==> src/rtl/fetch_unit.sv <==
// rtl/fetch_unit.sv - instruction fetch stage: PC, IR and req/ack fetch FSM
module fetch_unit #(
    parameter int PC_W    = 4,
    parameter int INSTR_W = 8
) (
    input  logic               clk,
    input  logic               rst_n,
    input  logic               hold,
    output logic               imem_req,
    output logic [PC_W-1:0]    imem_addr,
    input  logic               imem_ack,
    input  logic [INSTR_W-1:0] imem_rdata,
    input  logic               jmp_sel,
    output logic [3:0]         opcode,
    output logic [3:0]         imm,
    output logic               exec_valid,
    output logic [PC_W-1:0]    pc
);

    typedef enum logic [1:0] {
        S_FETCH = 2'd0,
        S_WAIT  = 2'd1,
        S_EXEC  = 2'd2
    } state_t;

    state_t               state_q, state_d;
    logic [PC_W-1:0]      pc_q, pc_d;
    logic [INSTR_W-1:0]   ir_q, ir_d;
    logic                 imem_req_q, imem_req_d;
    logic                 exec_valid_q, exec_valid_d;

    logic [PC_W-1:0]      jump_target;
    logic [PC_W-1:0]      pc_inc;

    // The immediate is 4 bits; fit it to the PC width (zero-extend or truncate)
    generate
        if (PC_W > 4) begin : g_tgt_ext
            assign jump_target = {{(PC_W-4){1'b0}}, ir_q[3:0]};
        end else if (PC_W == 4) begin : g_tgt_eq
            assign jump_target = ir_q[3:0];
        end else begin : g_tgt_trunc
            assign jump_target = ir_q[PC_W-1:0];
        end
    endgenerate

    // Sequential PC wraps naturally at 2^PC_W
    assign pc_inc = pc_q + PC_W'(1);

    // Next-state logic: fetch request, IR capture on ack, PC update in EXEC
    always_comb begin
        state_d      = state_q;
        pc_d         = pc_q;
        ir_d         = ir_q;
        imem_req_d   = imem_req_q;
        exec_valid_d = exec_valid_q;
        case (state_q)
            S_FETCH: begin
                exec_valid_d = 1'b0;
                if (!hold) begin
                    imem_req_d = 1'b1;
                    state_d    = S_WAIT;
                end else begin
                    imem_req_d = 1'b0;
                end
            end
            S_WAIT: begin
                // hold is deliberately ignored here: a started fetch always completes
                if (imem_ack) begin
                    ir_d         = imem_rdata;
                    imem_req_d   = 1'b0;
                    exec_valid_d = 1'b1;
                    state_d      = S_EXEC;
                end
            end
            S_EXEC: begin
                pc_d         = jmp_sel ? jump_target : pc_inc;
                exec_valid_d = 1'b0;
                imem_req_d   = 1'b0;
                state_d      = S_FETCH;
            end
            default: begin
                imem_req_d   = 1'b0;
                exec_valid_d = 1'b0;
                state_d      = S_FETCH;
            end
        endcase
    end

    // State and output registers; reset abandons any outstanding request
    always_ff @(posedge clk or negedge rst_n) begin
        if (!rst_n) begin
            state_q      <= S_FETCH;
            pc_q         <= '0;
            ir_q         <= '0;
            imem_req_q   <= 1'b0;
            exec_valid_q <= 1'b0;
        end else begin
            state_q      <= state_d;
            pc_q         <= pc_d;
            ir_q         <= ir_d;
            imem_req_q   <= imem_req_d;
            exec_valid_q <= exec_valid_d;
        end
    end

    assign imem_req   = imem_req_q;
    assign imem_addr  = pc_q;
    assign pc         = pc_q;
    assign opcode     = ir_q[7:4];
    assign imm        = ir_q[3:0];
    assign exec_valid = exec_valid_q;

endmodule

==> config.mk <==
export PLATFORM = sky130hd
export DESIGN_NAME = fetch_unit
export DESIGN_NICKNAME = d
export VERILOG_FILES = /design/src/rtl/fetch_unit.sv
export SDC_FILE = /design/constraint.sdc
export NUM_CORES = 1
export LEC_CHECK = 0
export ABC_AREA = 1
export CAP_MARGIN = 30
export CELL_PAD_IN_SITES_DETAIL_PLACEMENT = 0
export CELL_PAD_IN_SITES_GLOBAL_PLACEMENT = 1
export CORE_MARGIN = 4
export CORE_UTILIZATION = 30
export DETAILED_ROUTE_END_ITERATION = 8
export GPL_TIMING_DRIVEN = 0
export PLACE_DENSITY = 0.83
export SYNTH_ARGS = -nofsm -noshare
export SYNTH_HDL_FRONTEND = slang
export SYNTH_SLANG_ARGS = --single-unit
==> constraint.sdc <==
create_clock -name clk -period 1.6 [get_ports clk]
set_clock_uncertainty 0.15 [all_clocks]
set_input_delay 0.32 -clock clk [delete_from_list [all_inputs] [get_ports clk]]
set_output_delay 0.32 -clock clk [all_outputs]
set_load 0.02 [all_outputs]
-- After elaboration in Yosys (flattened, before gate mapping)
Index checks and enable logic that the tools add are counted.
- equal/unequal tests: 4
- mux-type cells: 9
- $add $sub $neg: 1
- reductions and logical operators: 3
- operators by type and width (cell ; number):
    4-bit by 1-bit adder with 4-bit output, second input constant ; 1
    1-bit 2-to-1 mux ; 4
    2-bit 2-to-1 mux ; 2
    4-bit 2-to-1 mux ; 1
    2-bit != test, second input constant ; 2
    2-bit one-hot mux with 2 select lines ; 1
    2-bit AND reduction ; 2
    2-bit by 1-bit equality test with 1-bit output, second input constant ; 1
    2-bit equality test, second input constant ; 1
    2-bit logical NOT ; 1
    1-bit one-hot mux with 2 select lines ; 1
- input bits: 13
- output and inout bits: 18
- bits in registers: 16
- word-level logic and storage cells: 22

-- Longest topological paths before layout
Gate-level depths: netlist of the first run.
- word-level depth: 3
- mapped depth: 7
- gate-level depth less buffers: 6

-- Worst setup path after synthesis of the first run
Ideal clock, no wire load.
- path type: register -> register
- start: reg pc_q[0] (netlist: imem_addr[0])
- end: reg pc_q[2] (netlist: imem_addr[2])
- cell stages (with the launch flop): 5
- required time: 1.327 ns
- clock period less this slack: 1.324 ns
- slack: 0.276 ns
- path buffers: 0
- library setup time: 0.123 ns
- arrival: 1.050 ns
- cell sequence: dfrtp_1 > ha_1 > xor2_1 > o21ai_0 > nand2_1
- cells in the longest elaborated chain, start to end: 2
- ends and longest elaborated chain (element ; RTL line ; RTL):
    from (decl) ; 27 ; logic [PC_W-1:0] pc_q, pc_d;
    from (signal assigned) ; 99 ; pc_q <= pc_d;
    4-bit by 1-bit adder with 4-bit output ; 47 ; assign pc_inc = pc_q + PC_W'(1);
    4-bit 2-to-1 mux ; 76 ; pc_d = jmp_sel ? jump_target : pc_inc;
No other way between the ends.
A chain may end at the register's enable or synchronous reset.

-- Worst setup path after layout of the first run
- start: reg pc_q[2] (netlist: imem_addr[2])
- end: out pc[2]
- RTL lines (element ; RTL line ; RTL):
    to (decl) ; 17 ; output logic [PC_W-1:0] pc
No word-level cell between the ends.

==> impl_metrics.py, run 1 <==
metrics = {
    "clock_network": {
        "cts.path.max_buffers": 2,
        "clkTransAtPathRegs_ns": 0.10,
        "cts_tree": "built",
        "clkSinkCount": 16,
        "root_buffer": "clkbuf_4",
        "holdBufCountCts": 0,
        "clk_latency_ns": 0.28,
        "numCtsBuffers": 3,
        "cts_max_level": 1,
    },
    "sta": {
        "period_minus_slack_ns": 1.56,
        "period_share_pct": 97.7,
        "hold-worst-slack_ns": 0.303,
        "relSlewSlack_pct": 52.0,
        "finalHoldViolCount": 0,
        "tightest_slew_ns": 0.717,
        "rsz0062_at_grt": "no",
        "fmax_ghz": 0.640,
        "slew_violations": 0,
        "finalSetupViolCount": 0,
    },
    "floorplanning": {
        "die-area_um2": 3400,
        "io-pin-count": 31,
        "rows": 17,
        "start_util_pct": 33.0,
        "die_w_um": 58.3,
        "coreArea_um2": 2300,
        "die_h_um": 58.3,
    },
    "place": {
        "portBuffers": 30,
        "dp_cells": 141,
        "place_hpwl_um": 1190,
        "place_area_um2": 1090,
        "globalplace.congestion": 0.677,
    },
    "yosys": {
        "syn_area_per_cell_um2": 9.14,
        "synth_edf_count": 0,
        "synth_top_area_share_pct": 52.8,
        "ys_top_cells_by_area": "dfrtp_1 53%, nand2_1 13%, nand2_2 5.8%",
        "synth_top_cell_by_area": "dfrtp_1",
        "ys_seq_elements": 16,
        "ys_warn_count": 0,
        "async_flop_share_pct": 100,
        "ys.flop_type": "dfrtp_1",
        "syn_nets": 97,
        "syn_area_um2": 758,
        "syn_inst": 83,
        "ys_types": 21,
        "ys_seq_area_share_pct": 52.8,
    },
    "worst_setup_path": {
        "reg2regPathDepth": 5,
        "reg2reg_from": "imem_addr[1]",
        "worstPathRequired_ns": 1.13,
        "critPathLaunchType": "flop",
        "crit_start": "imem_addr[2]",
        "crit_path_max_fanout": 2,
        "arrival_ns": 1.09,
        "criticalPathCategory": "reg2out",
        "r2r-end": "imem_addr[1]",
        "endpoint_kind": "output port",
        "crit_path_end": "pc[2]",
        "regToRegSetupSlack_ns": 0.16,
    },
    "final_layout": {
        "final_common_cell": "nand2_1",
        "final_cells": 149,
        "final_area_um2": 1130,
        "antennaDiodeCount": 0,
        "area_delta_synth_final_pct": 49.0,
        "final_cell_mix": "26 x nand2_1, 14 x dfrtp_1, 14 x dlygate4sd2_1",
        "final_nets": 136,
        "drive_gt1_share_pct": 25.6,
    },
    "job": {
        "drv_cap": 0,
    },
    "detailed_routing": {
        "drcViolationCount": 0,
        "firstDrtPassIters": 4,
        "first_iter_violations": 4,
        "wire_per_inst_um": 10.4,
        "vias": 652,
        "vias_per_cell": 4.38,
        "antenna_left": 0,
        "drt_wl_total_um": 1560,
    },
    "power": {
        "total_power_mw": 2.08,
        "max-vdd-ir-drop_mv": 0.816,
        "powerDensity_nw_per_um2": 1840,
        "leakagePower_nw": 0.604,
    },
    "global_routing": {
        "antenna_found_initial": 0,
        "grt_pass1_vias": 616,
        "grt_usage_pct": 9.91,
        "grt_pass1_wl_um": 2620,
        "grt_remaining_overflow": 0,
        "grt_start_max_net_pins": 17,
    },
    "status": {
        "outcome": "complete, no violations",
    },
    "hold_path": {
        "hold_class": "in2async",
    },
}
metal layers:
| layer | global-route usage [%] | routed length (um) |
|---|---|---|
| met1 | 12.4 | 667 |
| met2 | 16.3 | 748 |
| met3 | 2.45 | 140 |
| met4 | 3.97 | 0 |
| met5 | 0 | 0 |
layout make-up:
type | instances | area, um2
clock buffer | 4 | 36.3
timing repair buffer | 34 | 298
tap | 28 | 35.0
sequential | 16 | 403
buffer | 5 | 50.0
inverter | 8 | 32.5
multi-input combinational | 54 | 275
fill | 241 | 1170
how the worst min path moves through the flow:
stage | slack [ns] | cells after the start | from | to
after floorplan | -0.13 | 0 | rst_n | exec_valid
after global placement | 0.31 | 2 | ir_q[7] | ir_q[7]
after detailed placement | 0.31 | 2 | ir_q[6] | ir_q[6]
after CTS | 0.33 | 1 | rst_n | state_q[0]
after global routing | 0.37 | 1 | exec_valid | exec_valid
final | 0.30 | 1 | rst_n | state_q[0]
synth_stat cells (2+ instances only):
cell / count
nand3_1: 3
o21ai_0: 2
inv_1: 6
nand2_1: 26
buf_4: 4
nand2_2: 7
dfrtp_1: 16
a21oi_1: 3
nor2_1: 4
metrics by stage:
step           setup TNS [ns]  utilization, %  setup slack (ns)
2_1_floorplan               0               -             0.276
3_3_place_gp          -0.0417            47.6           -0.0335
3_5_place_dp           -0.116            47.6           -0.0753
4_1_cts                     0            49.4            0.0211
5_1_grt                     0            49.2           0.00163
6_report                    0            49.2            0.0364
power breakdown:
| group | leakage (nW) | switching (mW) | total (mW) | internal [mW] |
|---|---|---|---|---|
| Sequential | 0.197 | 0.129 | 0.713 | 0.584 |
| Combinational | 0.386 | 0.603 | 1.10 | 0.495 |
| Clock | 0.0210 | 0.128 | 0.267 | 0.138 |
state kept, by name, indices dropped and copies added, names as in the netlist:
name / flops
ir_q: 8
imem_addr: 4
imem_req: 1
exec_valid: 1
state_q: 2
critical path, cell delays in order (launching register included):
cell and delay [ns]:
dfrtp_2 0.41, buf_4 0.13, buf_4 0.12, buf_2 0.15
timing repair:
| action | in CTS | in global routing |
|---|---|---|
| pin swaps | 0 | 0 |
| resized for setup | 30 | 1 |
| setup buffers | 5 | 0 |
| setup endpoints to repair | 18 | 1 |
kinds of logic (layout without fill, tap and decap cells):
| kind of cell | Yosys count | count (layout) | synth area share (%) |
|---|---|---|---|
| AND/OR/NAND/NOR | 43 | 43 | 26.4 |
| flip-flops | 16 | 16 | 52.8 |
| buffers and inverters | 13 | 51 | 10.9 |
| AO/OA/AOI/OAI | 9 | 9 | 7.10 |
| adder cells (fa/ha/maj) | 1 | 1 | 1.65 |
| XOR/XNOR | 1 | 1 | 1.16 |
No activity file was read; power rests on OpenSTA's default activity.
==> run 2, diff against run 1 <==
--- a/config.mk
+++ b/config.mk
@@ -14,6 +14,7 @@
 export DETAILED_ROUTE_END_ITERATION = 8
 export GPL_TIMING_DRIVEN = 0
 export PLACE_DENSITY = 0.83
+export SETUP_SLACK_MARGIN = 0.5
 export SYNTH_ARGS = -nofsm -noshare
 export SYNTH_HDL_FRONTEND = slang
 export SYNTH_SLANG_ARGS = --single-unit
==> run 2 against run 1 <==
Final area increased by 24%. Non-clock buffer count rose by 14. First-iteration DRC count rose by 100%. Combinational power grew 51%. Wire length rose by 24%. Via count increased by 9.5%. Sequential share of layout area down 6.8 points. Worst setup slack improved by 0.15 ns. Cell count grew 9.4%. Global-route usage increased by 1.8 points. Largest cell class is now buffers. Highest routed layer is now met4.
==> impl_metrics.py, run 2 (same netlist as run 1, synthesis figures left out) <==
metrics = {
    "status": {
        "outcome": "complete, no violations",
    },
    "global_routing": {
        "grt_pass1_wl_um": 2960,
        "grt_start_max_net_pins": 17,
        "grt_pass1_vias": 655,
        "antenna_found_initial": 0,
        "grt_usage_pct": 11.8,
        "grt_remaining_overflow": 0,
    },
    "final_layout": {
        "final_cells": 163,
        "final_cell_mix": "23 x nand2_1, 23 x buf_6, 13 x buf_4",
        "drive_gt1_share_pct": 50.4,
        "regMostFlops": "ir_q",
        "final_nets": 150,
        "largest_reg_flops": 8,
        "area_delta_synth_final_pct": 85.0,
        "antennaDiodeCount": 0,
        "fill_cells": 203,
    },
    "floorplanning": {
        "start_util_pct": 33.0,
        "coreArea_um2": 2300,
        "die_w_um": 58.3,
        "io-pin-count": 31,
        "die-area_um2": 3400,
        "die_h_um": 58.3,
        "rows": 17,
    },
    "detailed_routing": {
        "drt_wl_total_um": 1930,
        "drcViolationCount": 0,
        "wire_per_inst_um": 11.9,
        "firstDrtPassIters": 4,
        "first_iter_violations": 8,
        "antenna_left": 0,
        "vias": 714,
        "vias_per_cell": 4.38,
    },
    "worst_setup_path": {
        "arrival_ns": 0.95,
        "critPathLaunchType": "flop",
        "endpoint_kind": "output port",
        "r2r-end": "imem_addr[2]",
        "reg2regPathDepth": 5,
        "reg2reg_from": "imem_addr[0]",
        "regToRegSetupSlack_ns": 0.25,
        "criticalPathCategory": "reg2out",
        "worstPathRequired_ns": 1.13,
        "crit_path_max_fanout": 4,
    },
    "sta": {
        "relSlewSlack_pct": 51.9,
        "period_share_pct": 88.6,
        "fmax_ghz": 0.705,
        "setup_ws_ns": 0.182,
        "period_minus_slack_ns": 1.42,
        "hold-worst-slack_ns": 0.0474,
        "finalSetupViolCount": 0,
        "tightest_slew_ns": 0.721,
        "finalHoldViolCount": 0,
        "rsz0062_at_grt": "yes",
        "setup_tns_ns": 0,
        "slew_violations": 0,
    },
    "clock_network": {
        "cts_max_level": 1,
        "clk_latency_ns": 0.28,
        "clkTransAtPathRegs_ns": 0.09,
        "clkSinkCount": 16,
        "cts_tree": "built",
        "holdBufCountCts": 0,
        "numCtsBuffers": 3,
        "cts.path.max_buffers": 2,
        "root_buffer": "clkbuf_4",
    },
    "place": {
        "place_hpwl_um": 1220,
        "globalplace.congestion": 0.701,
        "portBuffers": 30,
        "dp_cells": 141,
        "pre_cts_ws_ns": -0.00848,
    },
    "power": {
        "max-vdd-ir-drop_mv": 1.28,
        "leakagePower_nw": 0.712,
        "powerDensity_nw_per_um2": 1870,
    },
    "job": {
        "drv_cap": 0,
    },
    "hold_path": {
        "hold_class": "in2async",
    },
}
==> run 2: cell count changes in the layout (fill, tap and decap cells not counted), sizes merged <==
cell,change
buf,+28
dlygate4sd2,-11
clkdlybuf4s50,-3
==> run 2: critical path: stages, from the launching register on <==
cell and delay (ns):
dfrtp_2 0.44, buf_6 0.12, buf_6 0.12
==> run 2: where the power goes <==
part	total (mW)	leakage, nW	internal (mW)	switching (mW)
Combinational	1.66	0.502	0.907	0.758
Sequential	0.744	0.195	0.590	0.154
Clock	0.214	0.0150	0.0965	0.118
==> run 2: metrics by stage <==
step	area (um2)	utilization (%)	power, mW
2_1_floorplan	776	-	1.40
3_3_place_gp	1110	48.4	1.93
3_5_place_dp	1110	48.4	1.96
4_1_cts	1300	56.4	2.46
5_1_grt	1400	61.1	2.79
6_report	1400	61.1	2.62
==> run 2: routing by layer <==
| layer | vias to the layer above | track usage, % | part of all wire (%) |
|---|---|---|---|
| met3 | 2 | 2.00 | 6.6 |
| met5 | - | 0 | 0 |
| met1 | 329 | 14.7 | 42 |
| li1 | 359 | - | - |
| met2 | 24 | 18.3 | 50 |
| met4 | 0 | 7.95 | 1.8 |
==> run 2: layout make-up <==
class | count | area [um2] | area share [%]
repair buffers | 48 | 500 | 35.7
flip-flops and latches | 16 | 405 | 28.9
multi-input cells | 54 | 335 | 23.9
plain buffers | 5 | 65.1 | 4.64
inverters | 8 | 35.0 | 2.50
well taps | 28 | 35.0 | 2.50
clock buffers | 4 | 26.3 | 1.87
==> run 2: repair_timing <==
action,in CTS,in global routing
setup buffers,13,4
pin swaps,1,5
setup endpoints to repair,47,34
gates resized for setup,108,21
cloned,1,0
==> run 2: worst max path at each step <==
| stage | startpoint | end | slack [ns] | cells after the start |
|---|---|---|---|---|
| finish | imem_addr[2] | pc[2] | 0.18 | 2 |
| global placement | imem_addr[0] | pc[0] | 0.0002 | 2 |
| CTS | imem_addr[2] | pc[2] | 0.17 | 2 |
| floorplan | imem_addr[0] | imem_addr[2] | 0.40 | 4 |
| global route | imem_addr[2] | pc[2] | 0.15 | 2 |
| detailed placement | imem_addr[0] | pc[0] | -0.008 | 2 |
==> variant: new RTL, settings of run 2 <==
Re-encode `state_t` (3 states) as one-hot, 3 bits wide.
--- a/src/rtl/fetch_unit.sv
+++ b/src/rtl/fetch_unit.sv
@@ -19,6 +19,6 @@
 
-    typedef enum logic [1:0] {
-        S_FETCH = 2'd0,
-        S_WAIT  = 2'd1,
-        S_EXEC  = 2'd2
+    typedef enum logic [2:0] {
+        S_FETCH = 3'b001,
+        S_WAIT  = 3'b010,
+        S_EXEC  = 3'b100
     } state_t;
Check against the original RTL: same outputs for any inputs over 10 cycles, from zero or initial values and one cycle with rst_n low; not proved beyond that.
==> variant against run 2 <==
Cell area is 0.89% lower; worst setup slack got worse by 13 ps; routed wire length down 0.93%; non-clock buffer count fell by 4; die area is 1.8% higher; total power increased by 3.6%; sequential cell count grew 1; critical path depth stayed put; synthesized cell count is 8.4% higher; register-to-register slack improved by 20 ps; fmax is 0.93% lower; synthesized area rose by 2.1%.
==> variant: results (changes against run 2) <==
The wire length on met2 was 997 um (was 964 um). The worst-case reg-to-reg path depth works out to 5 (unchanged). The count of TritonRoute iterations in the first routing pass is 2 (was 4), and the clock network latency to the later pin of the worst-skew pair is 280 ps (about the same). The tools report the buffer type at the clock tree root as clkbuf_4 (unchanged).

The class of the most critical hold timing path is primary input to asynchronous set/reset pin (unchanged). Worst voltage drop across the vdd grid: 1.13 mV (was 1.28 mV). The flip-flop count of the largest register, all copies and words added is 8 (unchanged).

Synth cell count leaders: 40 x nand2_1, 16 x dfrtp_1, 7 x nor2_1, 6 x inv_1 (was 26 x nand2_1, 16 x dfrtp_1, 7 x nand2_2, 6 x inv_1). The cell-internal power came out at 1.64 mW (was 1.59 mW). The logs give 55.1% (was 52.8%) for the part of the Yosys area used for sequential elements and 782 um (was 807 um) for the met1 wire length.

The tools report the number of CTS-inserted buffers as 3 (unchanged). Weighted congestion at the end of routability-driven global placement: 0.712 (was 0.701). The most instantiated library cell after synthesis was nand2_1 (unchanged).

The number of port buffers works out to 30 (unchanged). The tools report the leakage power of the design as 0.714 nW (was 0.712 nW). After clock tree synthesis, the clock-pin slew on the worst setup and hold paths is 100 ps. The number of diodes was 0 (unchanged); the total placed instance area was 1140 sq um (was 1110 sq um). The setup slack at placement is -28.9 ps (was -8.48 ps). The via count of the first global-routing pass is 726 (was 655). For the estimated wirelength of the detail-placed design, the log shows 1270 um (was 1220 um). The power in sequential cells came out at 0.826 mW (was 0.744 mW). The logs give 11.7% (was 11.8%) for the total track usage and 136 um (was 128 um) for the met3 wirelength from detailed routing. The number of fillers in the final layout is 236 (was 203), and the vias per cell is 4.40 (was 4.38). The share of the synthesized area in compound gates (AO/OA/AOI/OAI) is 3.23% (was 7.10%). Post-synthesis share of cell area spent on xor and xnor gates: 1.13% (was 1.16%).

Number of library cell types mapped by synthesis: 19 (was 21). The multiplexer share of the synthesized area came out at 0% (unchanged). The capture point of the worst reg-to-reg path was imem_addr[2] (unchanged). The logs give 1920 um (was 1930 um) for the total detailed-routing wirelength and 4 (was 8) for the violation count after the first detailed-route iteration.

The share of layout cells above drive strength 1 is 51.1% (was 50.4%). The post-layout net count was 156 (was 150); the wire length of the first global-routing pass was 3060 um (was 2960 um). The clock tree buffer depth is 2 (unchanged).

Largest cells by area after synthesis: dfrtp_1 52%, nand2_1 19%, buf_4 3.9%, dfstp_2 3.4%, nor2_1 3.4% (was dfrtp_1 53%, nand2_1 13%, nand2_2 5.8%, buf_4 4.0%, inv_1 3.0%). The top routing layer in use was met3 (was met4). The reg2reg setup slack is 270 ps (was 250 ps), and the normalized max-slew margin is 51.1% (was 51.9%). The post-synthesis net count was 104 (was 97).

The run finished with clean final reports. The run gives 1.66 mW (about the same) as the combinational cell power. The tools report the largest net degree at the start of global routing as 18 (was 17). The area share of fa/ha/maj cells after synthesis is 1.62% (was 1.65%), and the maximum fanout along the worst path is 4 (unchanged). The top register by number of flip-flops was ir_q (unchanged). The worst reg2reg path startpoint is imem_addr[0] (unchanged). The switching part of the total power came out at 39.6% (was 39.3%).
## variant: cell types whose count changed in the layout (fill, tap and decap cells not counted), moves of 2 or more
| cell | delta |
|---|---|
| nand2_1 | +6 |
| nand2_2 | +4 |
| a21oi_1 | -3 |
| buf_12 | -3 |
| clkinv_4 | +2 |
| inv_1 | -2 |
| nor2_4 | +2 |
| o21ai_2 | -2 |
## variant: routing by layer
layer,track usage [%],up-vias
met5,0,-
met4,3.88,0
met3,2.85,0
met2,20.7,21
met1,13.8,354
li1,-,378
## variant: cell type report
cell class	count	share of cell area (%)
inverters	8	2.61
clock buffers	4	1.89
flip-flops and latches	17	31.1
plain buffers	4	3.24
multi-input cells	62	26.6
repair buffers	45	31.2
repair inverters	1	0.630
well taps	30	2.70
## variant: stage by stage
step	hold slack [ps]	instances	util [%]
2_1_floorplan	-126	90	-
3_3_place_gp	314	150	45.9
3_5_place_dp	319	150	45.9
4_1_cts	74.4	169	53.5
5_1_grt	117	171	56.1
6_report	46.4	171	56.1
## variant: how the worst max path moves through the flow
stage	cells after the start	endpoint	slack, ps	startpoint
floorplan	4	imem_addr[2]	380	imem_addr[1]
CTS	2	pc[0]	160	imem_addr[0]
global route	2	pc[0]	130	imem_addr[0]
finish	2	pc[0]	170	imem_addr[0]
detailed placement	5	imem_addr[1]	-30	jmp_sel
global placement	5	imem_addr[1]	-20	jmp_sel
## variant: repair_timing
action                     4_1_cts  5_1_grt
buffers inserted                13        2
setup endpoints to repair       50       35
pin swaps                        7        7
resized for setup              120       16
cloned                           2        0
## variant: critical path: stages, from the launching register on
cell and delay, ps:
dfrtp_2 440, buf_6 120, buf_6 120
